## config.mk

```make
export PLATFORM = sky130hd
export DESIGN_NAME = div_uart_ctrl
export DESIGN_NICKNAME = d
export VERILOG_FILES = /design/src/rtl/div_uart_pkg.sv /design/src/rtl/div_uart_ctrl.sv
export SDC_FILE = /design/constraint.sdc
export NUM_CORES = 1
export LEC_CHECK = 0
export CAP_MARGIN = 20
export CORE_UTILIZATION = 37
export CTS_CLUSTER_SIZE = 16
export DETAILED_ROUTE_END_ITERATION = 6
export PLACE_DENSITY_LB_ADDON = 0.05
export SYNTH_ARGS = -nofsm -noshare
export SYNTH_HDL_FRONTEND = slang
export SYNTH_SLANG_ARGS = --single-unit
```

## constraint.sdc

```tcl
create_clock -name clk -period 2.8 [get_ports clk]
set_input_delay 0.56 -clock clk [delete_from_list [all_inputs] [get_ports clk]]
set_output_delay 0.56 -clock clk [all_outputs]
set_load 0.02 [all_outputs]
```

## src/rtl/div_uart_pkg.sv

```systemverilog
// Shared types and constants for the UART-to-divider command sequencer.
// State enumeration, error reply codes and the default hang timeout.
package div_uart_pkg;

  typedef enum logic [2:0] {
    GET_X,
    GET_Y,
    START,
    WAIT,
    SEND_Q,
    SEND_R
  } state_t;

  localparam logic [7:0] DIV0_Q    = 8'hFF;
  localparam logic [7:0] HANG_CODE = 8'hEE;
  localparam int         DEF_TIMEOUT = 1024;

endpackage

```

## src/rtl/div_uart_ctrl.sv

```systemverilog
// Sequencer: pops x and y from the UART RX FIFO, runs the divider,
// and pushes quotient then remainder; traps divide-by-zero and hang.
module div_uart_ctrl
  import div_uart_pkg::*;
#(
  parameter int WIDTH   = 8,
  parameter int TIMEOUT = DEF_TIMEOUT
) (
  input  logic             clk,
  input  logic             reset,
  input  logic [WIDTH-1:0] rx_data,
  input  logic             rx_empty,
  output logic             rd_uart,
  output logic [WIDTH-1:0] tx_data,
  input  logic             tx_full,
  output logic             wr_uart,
  output logic [WIDTH-1:0] x,
  output logic [WIDTH-1:0] y,
  output logic             start,
  input  logic [WIDTH-1:0] quotient,
  input  logic [WIDTH-1:0] remainder,
  input  logic             done,
  output logic             busy
);

  localparam int CW = $clog2(TIMEOUT);
  localparam logic [CW-1:0] LAST = CW'(TIMEOUT - 1);

  state_t           r_state;
  state_t           w_next;
  logic [WIDTH-1:0] r_x;
  logic [WIDTH-1:0] r_y;
  logic [WIDTH-1:0] r_q;
  logic [WIDTH-1:0] r_r;
  logic [CW-1:0]    r_cnt;
  logic             w_y_zero;
  logic             w_expire;

  assign w_y_zero = (r_y == '0);
  assign w_expire = (r_cnt == LAST);

  always_comb begin
    w_next  = r_state;
    rd_uart = 1'b0;
    wr_uart = 1'b0;
    start   = 1'b0;
    unique case (r_state)
      GET_X: begin
        if (!rx_empty) begin
          rd_uart = 1'b1;
          w_next  = GET_Y;
        end
      end
      GET_Y: begin
        if (!rx_empty) begin
          rd_uart = 1'b1;
          w_next  = START;
        end
      end
      START: begin
        start  = !w_y_zero;
        w_next = w_y_zero ? SEND_Q : WAIT;
      end
      WAIT: begin
        if (done || w_expire)
          w_next = SEND_Q;
      end
      SEND_Q: begin
        if (!tx_full) begin
          wr_uart = 1'b1;
          w_next  = SEND_R;
        end
      end
      SEND_R: begin
        if (!tx_full) begin
          wr_uart = 1'b1;
          w_next  = GET_X;
        end
      end
      default: w_next = GET_X;
    endcase
  end

  always_ff @(posedge clk or negedge reset) begin
    if (!reset) begin
      r_state <= GET_X;
      r_x     <= '0;
      r_y     <= '0;
      r_q     <= '0;
      r_r     <= '0;
      r_cnt   <= '0;
    end else begin
      r_state <= w_next;
      unique case (r_state)
        GET_X: if (rd_uart) r_x <= rx_data;
        GET_Y: if (rd_uart) r_y <= rx_data;
        START: begin
          if (w_y_zero) begin
            r_q <= '1;
            r_r <= r_x;
          end else begin
            r_cnt <= '0;
          end
        end
        WAIT: begin
          // done takes priority over an expiring timeout
          if (done) begin
            r_q <= quotient;
            r_r <= remainder;
          end else if (w_expire) begin
            r_q <= WIDTH'(HANG_CODE);
            r_r <= WIDTH'(HANG_CODE);
          end else begin
            r_cnt <= r_cnt + CW'(1);
          end
        end
        default: ;
      endcase
    end
  end

  assign tx_data = (r_state == SEND_R) ? r_r : r_q;
  assign x       = r_x;
  assign y       = r_y;
  assign busy    = (r_state != GET_X);

endmodule

```

# Word-level counts from Yosys, hierarchy flattened
# Index checks and enable logic that the tools add are counted.
dict set report totals {
  ff_bits 45
  in_bits 29
  output_inout_bits 28
  word_cells 60
}
dict set report classes {
  addsub 1
  n_eq_ne 16
  muxes 24
  n_reduce_logical 13
}
# operator count
set op_table {}
lappend op_table {{8-bit two-way mux} 6}
lappend op_table {{8-bit one-hot mux with 2 select lines} 2}
lappend op_table {{10-bit two-way mux} 3}
lappend op_table {{10-bit one-hot mux with 2 select lines} 1}
lappend op_table {{3-bit two-way mux} 6}
lappend op_table {{2-bit inequality test, second input constant} 9}
lappend op_table {{3-bit one-hot mux with 6 select lines} 1}
lappend op_table {{10-bit by 1-bit adder with 10-bit output, second input constant} 1}
lappend op_table {{10-bit == test, second input constant} 1}
lappend op_table {{8-bit zero test} 1}
lappend op_table {{3-bit by 2-bit == test with 1-bit output, second input constant} 2}
lappend op_table {{3-bit == test, second input constant} 2}
lappend op_table {{1-bit two-way mux} 5}
lappend op_table {{5-bit AND reduction} 1}
lappend op_table {{2-bit AND reduction} 2}
lappend op_table {{4-bit AND reduction} 1}
lappend op_table {{2-bit OR reduction} 2}
lappend op_table {{3-bit by 1-bit == test with 1-bit output, second input constant} 1}
lappend op_table {{3-bit zero test} 1}
lappend op_table {{3-bit inequality test, second input constant} 1}
lappend op_table {{3-bit AND reduction} 1}
lappend op_table {{3-bit nonzero test} 1}
lappend op_table {{2-bit nonzero test} 1}
lappend op_table {{1-bit zero test} 1}
lappend op_table {{1-bit logical OR} 1}

# Logic depth before layout (Yosys ltp)
dict set report logic_depth {
  word_depth 4
  ltp_mapped 6
  mapped_depth_nobuf 5
}

# Worst setup path after synthesis
# OpenSTA, ideal clock, no wires.
dict set report synth_path {
  path_type {reg-to-reg}
  startpoint {register r_y[1], in the netlist y[1]}
  endpoint {register r_r[5]}
  setup_time_ps 125
  arrival_time_ps 1906
  required_time_ps 2675
  path_slack_ps 769
  path_stages_with_launch 6
  path_buffers 1
  path_cell_list {dfrtp_1 -> nor4_1 -> a21oi_1 -> a211oi_4 -> buf_8 -> mux2_4}
}
dict set report synth_via {
  elab_chain_len 3
}
# item line_no
set synth_lines {}
lappend synth_lines {{start: declaration} div_uart_ctrl.sv:32} ;# logic [WIDTH-1:0] r_y;
lappend synth_lines {{start signal: assignment} div_uart_ctrl.sv:96} ;# GET_Y: if (rd_uart) r_y <= rx_data;
lappend synth_lines {{8-bit zero test} div_uart_ctrl.sv:39} ;# assign w_y_zero = (r_y == '0);
lappend synth_lines {{2-bit inequality test (no source line)} n/a}
lappend synth_lines {{3-bit AND reduction (no source line)} n/a}
lappend synth_lines {{end signal: assignment} div_uart_ctrl.sv:100} ;# r_r <= r_x;
lappend synth_lines {{end signal: assignment} div_uart_ctrl.sv:109} ;# r_r <= remainder;
lappend synth_lines {{end signal: assignment} div_uart_ctrl.sv:112} ;# r_r <= WIDTH'(HANG_CODE);
lappend synth_lines {{end: declaration} div_uart_ctrl.sv:34} ;# logic [WIDTH-1:0] r_r;
# No other way between the ends.
# A chain may end at the register's enable or synchronous reset.

# Worst setup path in the final report
dict set report layout_path {
  startpoint {register r_state[2]}
  endpoint {output tx_data[0]}
}
dict set report layout_via {
  elab_chain_len 2
}
# item line_no
set layout_lines {}
lappend layout_lines {{start: declaration} div_uart_ctrl.sv:29} ;# state_t r_state;
lappend layout_lines {{start signal: assignment} div_uart_ctrl.sv:93} ;# r_state <= w_next;
lappend layout_lines {{3-bit == test} div_uart_ctrl.sv:122} ;# assign tx_data = (r_state == SEND_R) ? r_r : r_q;
lappend layout_lines {{8-bit two-way mux} div_uart_ctrl.sv:122}
lappend layout_lines {{end: declaration} div_uart_ctrl.sv:14} ;# output logic [WIDTH-1:0] tx_data,
# No other way between the ends.

==> results.txt <==
Status = finished, final reports clean
Largest cells by area after synthesis = dfrtp_1, mux2_2, o22a_2
TNS Setup = 0 ns
Remaining DRCs = 0
Via density = 5.12
Post-route ant nets = 0
EDFF count, synth = 0
Chip Width = 79.8 um
Cell taking the most area after synthesis = dfrtp_1
Reg2Reg Capture Point = r_r[4]
Register area = 1130 sq um
CP Launch Type = flip-flop
Cells after Synth = 196
Synthesized area per cell = 11.4 sq um
Starting Density = 39.5%
Mapped Area = 2240 sq um
Largest net degree at the start of global routing = 36
FFs w/ async S/R, synth = 100%
Initial antenna violation count = 0
Remaining Overflow, GRT = 0
Die ar. = 6370 sq um
Crit-path max FO = 8
Worst EP arrival = 2.10 ns
Post-Layout Cell Count = 335
Vias = 1716
Routability cong. = 0.771
R2R depth = 6
Register area share after synthesis = 50.3%
Tcrit/Tclk final = 95.0%
Hold_buf cts = 0
Post-route minimum period = 2.66 ns
Worst slew pin tran = 1.06 ns
IO Count = 57
Crit path cell chain = nor2b_1 > nand2_1 > mux2_2 > clkdlybuf4s50_1
Post-CTS sizing = 0
Number of global-route vias before repair = 1627
Cts bufs inserted = 5
Root buffer cell = clkbuf_8
First-pass GRT wire length = 8360 um
DRT iter0 DRCs = 67
Reg-to-reg slack, setup = 0.66 ns
Die Height = 79.8 um
Multi-input gate area = 1030 sq um
Most frequent cell after synthesis = dfrtp_1
Synthesis warning total = 0
Post-CTS Setup Bufs = 0
P&R area growth vs syn = 35.5%
Max-Cap Viols = 0
Dpl cells = 327
Post-synth top flop = dfrtp_1
Final net count = 292
Clock latency on the worst-skew pair = 0.30 ns
Reg2reg start = r_cnt[0]
Syn Nets = 226
Slowest stage delay, CP = 0.54 ns
DP HPWL = 3740 um
Layout cells sized above 1 = 24.3%
Fmax achieved = 0.376 GHz
Worst Path Class, Setup = flip-flop to output pin
DR WL/cell = 15.3 um
Hold Path Class = input pin to async pin
GR Util All Layers = 17.3%
H-tree depth = 2
Critical path's slowest cell = clkdlybuf4s50_1
Post-synth top cells = dfrtp_1, mux2_2, nand2_1
Clock Skew = 0.00819 ns
TritonCTS clock tree = yes
Diodes inserted = 0
Yosys cell types = 42
Crit path buf inv count = 1
CTS sink cnt = 45
P per Cell Area = 1060 nW/um^2
CTS clock-pin slew for the worst setup and hold paths = 0.09 ns
IO buf count = 56
Clk buf depth = 2
Area of the core = 5680 sq um
CP top delay family = buffers and inverters
LEAKAGE = 1.23 nW
Synth top area share = 50.3%
Final Hold Fails = 0
Unrepaired setup endpoints after global routing = false
#FFs+latches synth = 45
Max-slew violation count = 0
Max-slew headroom = 28.1%
CP endpoint kind = output pin
Fillers = 524
Peak supply drop = 0.561 mV
# rows = 27
Worst endpoint required time = 2.24 ns
Number of detailed-route iterations in the first pass = 6
Setup violations, final = 0
Final WL = 5130 um
[where the power goes]
group / leakage (nW) / switching (mW) / internal (mW) / total, mW
sequential: 0.538 / 0.174 / 0.919 / 1.09
combinational: 0.641 / 0.752 / 0.873 / 1.63
clock: 0.0554 / 0.228 / 0.268 / 0.496
[registers in the layout (all words and copies together) (netlist names)]
| name | count |
|---|---|
| r_cnt | 10 |
| r_q | 8 |
| r_r | 8 |
| r_state | 3 |
| x | 8 |
| y | 8 |
[through the flow]
stage | total power, mW | hold WS, ns | utilization (%) | setup WS (ns) | instance area, sq um
floorplan | 2.07 | 0.264 | - | 0.769 | 2240
global placement | 2.74 | 0.447 | 51.5 | 0.392 | 2920
detailed placement | 2.75 | 0.450 | 51.5 | 0.391 | 2920
CTS | 3.26 | 0.128 | 53.5 | 0.121 | 3040
global route | 3.42 | 0.124 | 53.5 | 0.00840 | 3040
finish | 3.21 | 0.118 | 53.5 | 0.141 | 3040
[layout make-up]
cell class | instances | area share (%)
Clock buffer | 6 | 2.39
Clock inverter | 2 | 1.28
Inverter | 11 | 1.36
Multi-Input combinational cell | 132 | 33.9
Sequential cell | 45 | 37.1
Tap cell | 72 | 2.97
Timing Repair Buffer | 67 | 21.0
[layout by cell type (no fill, tap or decap), drive strengths merged, types with 2 or more instances in the layout]
| cell | n |
|---|---|
| a31oi | 7 |
| or4 | 3 |
| nor4 | 3 |
| clkbuf | 6 |
| mux2i | 3 |
| buf | 12 |
| o31ai | 5 |
| mux2 | 32 |
| o22a | 6 |
| nor3 | 3 |
| nand2 | 12 |
| inv | 10 |
| or3 | 5 |
| clkinv | 2 |
| nor2b | 2 |
| a21oi | 9 |
| nand3 | 7 |
| and2 | 3 |
| nor2 | 8 |
| a2bb2oi | 2 |
| o21ai | 7 |
| nand4 | 2 |
| dfrtp | 45 |
| clkdlybuf4s50 | 55 |
[worst register-to-register path: cells and delay by family, from the launching register on]
kind	cells	cell delay, ns
AOI/OAI and AO/OA	2	0.63
adders and majority gates	1	0.18
muxes	1	0.36
buffers and inverters	1	0.28
and+or+nand+nor	1	0.19
DFF	1	0.40
[logic make-up (layout without fill, tap and decap cells)]
family	Yosys count	after routing	share of synthesized area [%]
buffers and inverters	19	86	3.85
DFF	45	45	50.3
muxes	35	35	17.8
and+or+nand+nor	54	54	13.6
AOI/OAI and AO/OA	41	41	13.6
xor gates and xnor gates	1	1	0.391
adders and majority gates	1	1	0.558
[layer usage]
layer	share of wire, %	vias to the layer above	GRT usage, %
met5	0	-	0
met4	1.0	0	4.82
met3	5.1	6	4.11
met2	42	40	24.3
met1	51	817	26.1
li1	-	853	-
[how the worst max path moves through the flow]
stage                from          to  slack, ns  depth (start not counted)
2_1_floorplan        y[1]      r_r[5]       0.77                          5
3_3_place_gp     rx_empty     rd_uart       0.39                          3
3_5_place_dp     rx_empty     rd_uart       0.39                          3
4_1_cts        r_state[1]  tx_data[0]       0.12                          4
5_1_grt        r_state[1]  tx_data[0]      0.008                          4
6_report       r_state[2]  tx_data[0]       0.14                          4
No activity file was read; power rests on OpenSTA's default activity.
==> variant 1, RTL diff (same flow settings) <==
The 6 states of `state_t` get a one-hot encoding in 6 bits.
--- a/src/rtl/div_uart_pkg.sv
+++ b/src/rtl/div_uart_pkg.sv
@@ -2,13 +2,13 @@
 // State enumeration, error reply codes and the default hang timeout.
 package div_uart_pkg;
 
-  typedef enum logic [2:0] {
-    GET_X,
-    GET_Y,
-    START,
-    WAIT,
-    SEND_Q,
-    SEND_R
+  typedef enum logic [5:0] {
+    GET_X  = 6'b000001,
+    GET_Y  = 6'b000010,
+    START  = 6'b000100,
+    WAIT   = 6'b001000,
+    SEND_Q = 6'b010000,
+    SEND_R = 6'b100000
   } state_t;
 
   localparam logic [7:0] DIV0_Q    = 8'hFF;
Behaviour: no difference found for any inputs over 10 cycles, from zero or initial values and one cycle with reset low; not proved beyond that.
==> variant 1 against the original RTL <==
Power decreased by 0.94%; area after synthesis grew 7.3%; wire length is 13% higher; synthesized cell count up 10%; sequential share of layout area is 0.29 points lower; sequential cell count grew 3; worst setup slack worse by 19 ps; final area grew 7.6%; first-iteration DRC count fell by 22%; critical path type unchanged; highest routed layer unchanged.
==> variant 1: results (changes against the original RTL) <==
drt:
  drt_pre_antenna_iters: 4  # -2
  drtIter0Drc: 52  # -22%
  vias: 1967  # +15%
  viasPerCell: 5.389  # +5.2%
finish:
  fin_nets: 317  # +8.6%
  nFillCells: 618  # +18%
  layout-drive-gt1-share: 0.2292  # -0.01418
synthesis:
  synth_commonest_cells: "47 x dfrtp_1, 31 x mux2_2, 15 x nand2_1"
  synth_nets: 246  # +8.8%
  syn_area_per_cell_sq_um: 11.13  # -2.6%
  yosysSeqAreaShare: 0.5000  # -0.002513
  synth-xor-area-share: 0.007284  # +0.003376
  muxShareOfSynthArea: 0.1639  # -0.01366
  synth-adder-area-share: 0.005203  # -0.0003806
power:
  powerComb_mw: 1.45  # -11%
  p_leak_nw: 1.389  # +13%
  p_sw_frac: 0.3587  # -0.0004475
  total_power_mw: 3.185  # -0.94%
sta:
  finalCritPeriodShare: 0.9564  # +0.006788
global_route:
  grt_pass1_wl_um: 9632  # +15%
  grt_max_degree: 20  # -44%
  grtUsageTotal: 0.1911  # +0.01825
outcome:
  run_status: "complete, no violations"
setup_path:
  endpoint: "start"
  ff2ff_path_depth: 5  # -1
  cp.arrival_ps: 2120  # +20 ps
  critPathSlowestCell: "or4_1"
  slowest_delay_ps: 600  # +60 ps
placement:
  gp_congestion: 0.8309  # +7.8%
  place_ws_ps: 172.9  # -218.3 ps
  hpwl_um: 4355  # +16%
  placed_area_sq_mm: 0.003128  # +7.0%
clock_network:
  ctsResizeCount: 5  # +5
[variant 1: cell types whose count changed after synthesis, sizes merged, moves of 3 or more]
| cell | change |
|---|---|
| nand2 | +3 |
| nor2 | -5 |
| nor3 | +3 |
| nor4 | +4 |
| o21ai | +3 |
[variant 1: routing by layer]
| metal | wire [um] | global-route usage |
|---|---|---|
| met1 | 2724 | 0.2559 |
| met2 | 2751 | 0.3025 |
| met3 | 273 | 0.05714 |
| met4 | 39 | 0.04655 |
| met5 | 0 | 0 |
[variant 1: area by class of cell]
| cell class | count | area [sq um] | share of cell area |
|---|---|---|---|
| Tap cell | 77 | 96.34 | 0.02949 |
| Sequential cell | 48 | 1202 | 0.3681 |
| Inverter | 10 | 37.54 | 0.01149 |
| Multi-Input combinational cell | 148 | 1126 | 0.3447 |
| Timing Repair Buffer | 74 | 689.4 | 0.2110 |
| Clock buffer | 5 | 68.82 | 0.02106 |
| Clock inverter | 3 | 46.29 | 0.01417 |
==> variant 2, RTL diff (config.mk and constraints unchanged) <==
Without the edit above. The package constant `DEF_TIMEOUT` goes from 1024 to 2048.
--- a/src/rtl/div_uart_pkg.sv
+++ b/src/rtl/div_uart_pkg.sv
@@ -13,7 +13,7 @@
 
   localparam logic [7:0] DIV0_Q    = 8'hFF;
   localparam logic [7:0] HANG_CODE = 8'hEE;
-  localparam int         DEF_TIMEOUT = 1024;
+  localparam int         DEF_TIMEOUT = 2048;
 
 endpackage
 
Behaviour: same outputs for any inputs over 10 cycles, from zero or initial values and one cycle with reset low; that may be too few to reach the edited logic, so the function may still have changed.
==> variant 2 against the original RTL <==
Wire length increased by 7.5%; critical path type unchanged; sequential cell count up 1; area after synthesis increased by 0.33%; power is 4.4% lower; final area decreased by 0.16%; largest cell class unchanged; clock power down 24%; worst setup slack got worse by 12 ps; sequential share of layout area rose by 0.93 points; first-iteration DRC count rose by 37%.
==> variant 2: results (changes against the original RTL) <==
synthesis:
  synth-compound-area-share: 0.1324  # -0.003794
  synth.top_cells.by_area: "dfrtp_1 51%, mux2_2 12%, o21ai_0 4.5%"
  yosysSeqAreaShare: 0.5120  # +0.009452
  synth_cell_type_count: 41  # -2.4%
  synth_nets: 241  # +6.6%
  muxShareOfSynthArea: 0.1247  # -0.05290
  synth-adder-area-share: 0.005565  # -0.00001864
  synth-xor-area-share: 0.007791  # +0.003882
  synth_commonest_cells: "46 x dfrtp_1, 24 x mux2_2, 24 x nand2_1"
finish:
  layout-drive-gt1-share: 0.1964  # -0.04698
  largest_register_ffs: 11  # +1
  fin_nets: 305  # +4.5%
drt:
  top_layer: "met4"
  drt_pre_antenna_iters: 4  # -2
  vias: 1833  # +6.8%
  route.met3.wl_um: 282  # +8.0%
  m1WireLength_um: 2715  # +2.9%
  drtIter0Drc: 92  # +37%
  routedWlPerCell_um: 15.74  # +2.9%
  wl_met2_um: 2445  # +12%
global_route:
  use_met2: 0.2915  # +0.04872
  grtUsageTotal: 0.1884  # +0.01553
  use_met1: 0.2531  # -0.008332
  use_met3: 0.05257  # +0.01143
  grt_pass1_wl_um: 9032  # +8.1%
  grt_max_degree: 19  # -47%
setup_path:
  r2r_end: "r_cnt[4]"
  crit_family: "buffers and inverters"
  slowest_delay_ps: 600  # +60 ps
  worstPathMaxFanout: 8  # unchanged
  endpoint: "start"
  worst-r2r-setup-slack_ps: 680  # +20 ps
clock_network:
  clk_root_buffer_cell: "clkbuf_8"
hold_path:
  hp-class: "in2async"
power:
  p_leak_nw: 1.222  # -1.0%
  vdd_drop_max_mv: 0.5637  # +0.48%
placement:
  hpwl_um: 4089  # +9.4%
  placed_area_sq_mm: 0.002933  # +0.30%
  gp_congestion: 0.7550  # -2.1%
sta:
  finClkSkew_ps: 7.150  # -1.036 ps
  relSlewSlack: 0.6944  # +0.4132
outcome:
  run_status: "complete, no violations"
## variant 2: cell types whose count changed in the layout (fill, tap and decap cells not counted), moves of 3 or more
cell	delta
inv_1	-6
nor2_1	-3
o21ai_0	+13
mux2_2	-6
nand2_1	+11
o31ai_1	-4
nand3b_1	+5
a31oi_1	-3
o22a_2	-6
o22a_1	+6
## variant 2: how the worst min path moves through the flow
stage                          from         to  slack [ps]  cells past startpoint
after floorplan               reset   r_cnt[0]         260                      0
after global placement    r_cnt[10]  r_cnt[10]         460                      2
after detailed placement  r_cnt[10]  r_cnt[10]         460                      2
after CTS                     reset   r_cnt[5]         200                      1
after global routing          reset   r_cnt[5]         210                      1
final                         reset   r_cnt[5]         190                      1
## variant 2: stage by stage
| step | setup slack [ps] | instances | hold slack (ps) | utilization |
|---|---|---|---|---|
| after CTS | 87.54 | 350 | 199.3 | 0.5128 |
| after global placement | 343.0 | 343 | 461.3 | 0.4983 |
| after global routing | 19.35 | 350 | 208.4 | 0.5149 |
| final | 129.1 | 350 | 188.9 | 0.5149 |
| after floorplan | 738.5 | 211 | 264.4 | - |
| after detailed placement | 288.9 | 343 | 462.4 | 0.4983 |
## variant 2: report_power, final
group | switching (mW) | internal [mW]
Clock | 0.206 | 0.172
Combinational | 0.765 | 0.780
Sequential | 0.225 | 0.925
Total | 1.20 | 1.88
## variant 2: final cells by class
class	count	area [sq um]
Clock buffer	7	76.32
Fill cell	577	2855
Inverter	4	15.01
Multi-Input combinational cell	151	1055
Sequential cell	46	1152
Tap cell	75	93.84
Timing Repair Buffer	67	638.1
## variant 2: what timing repair did
action / CTS / global route
pin swaps: 0 / 0
endpoints found under the hold margin: 0 / 0
gates resized for setup: 2 / 4
setup endpoints to repair: 2 / 9
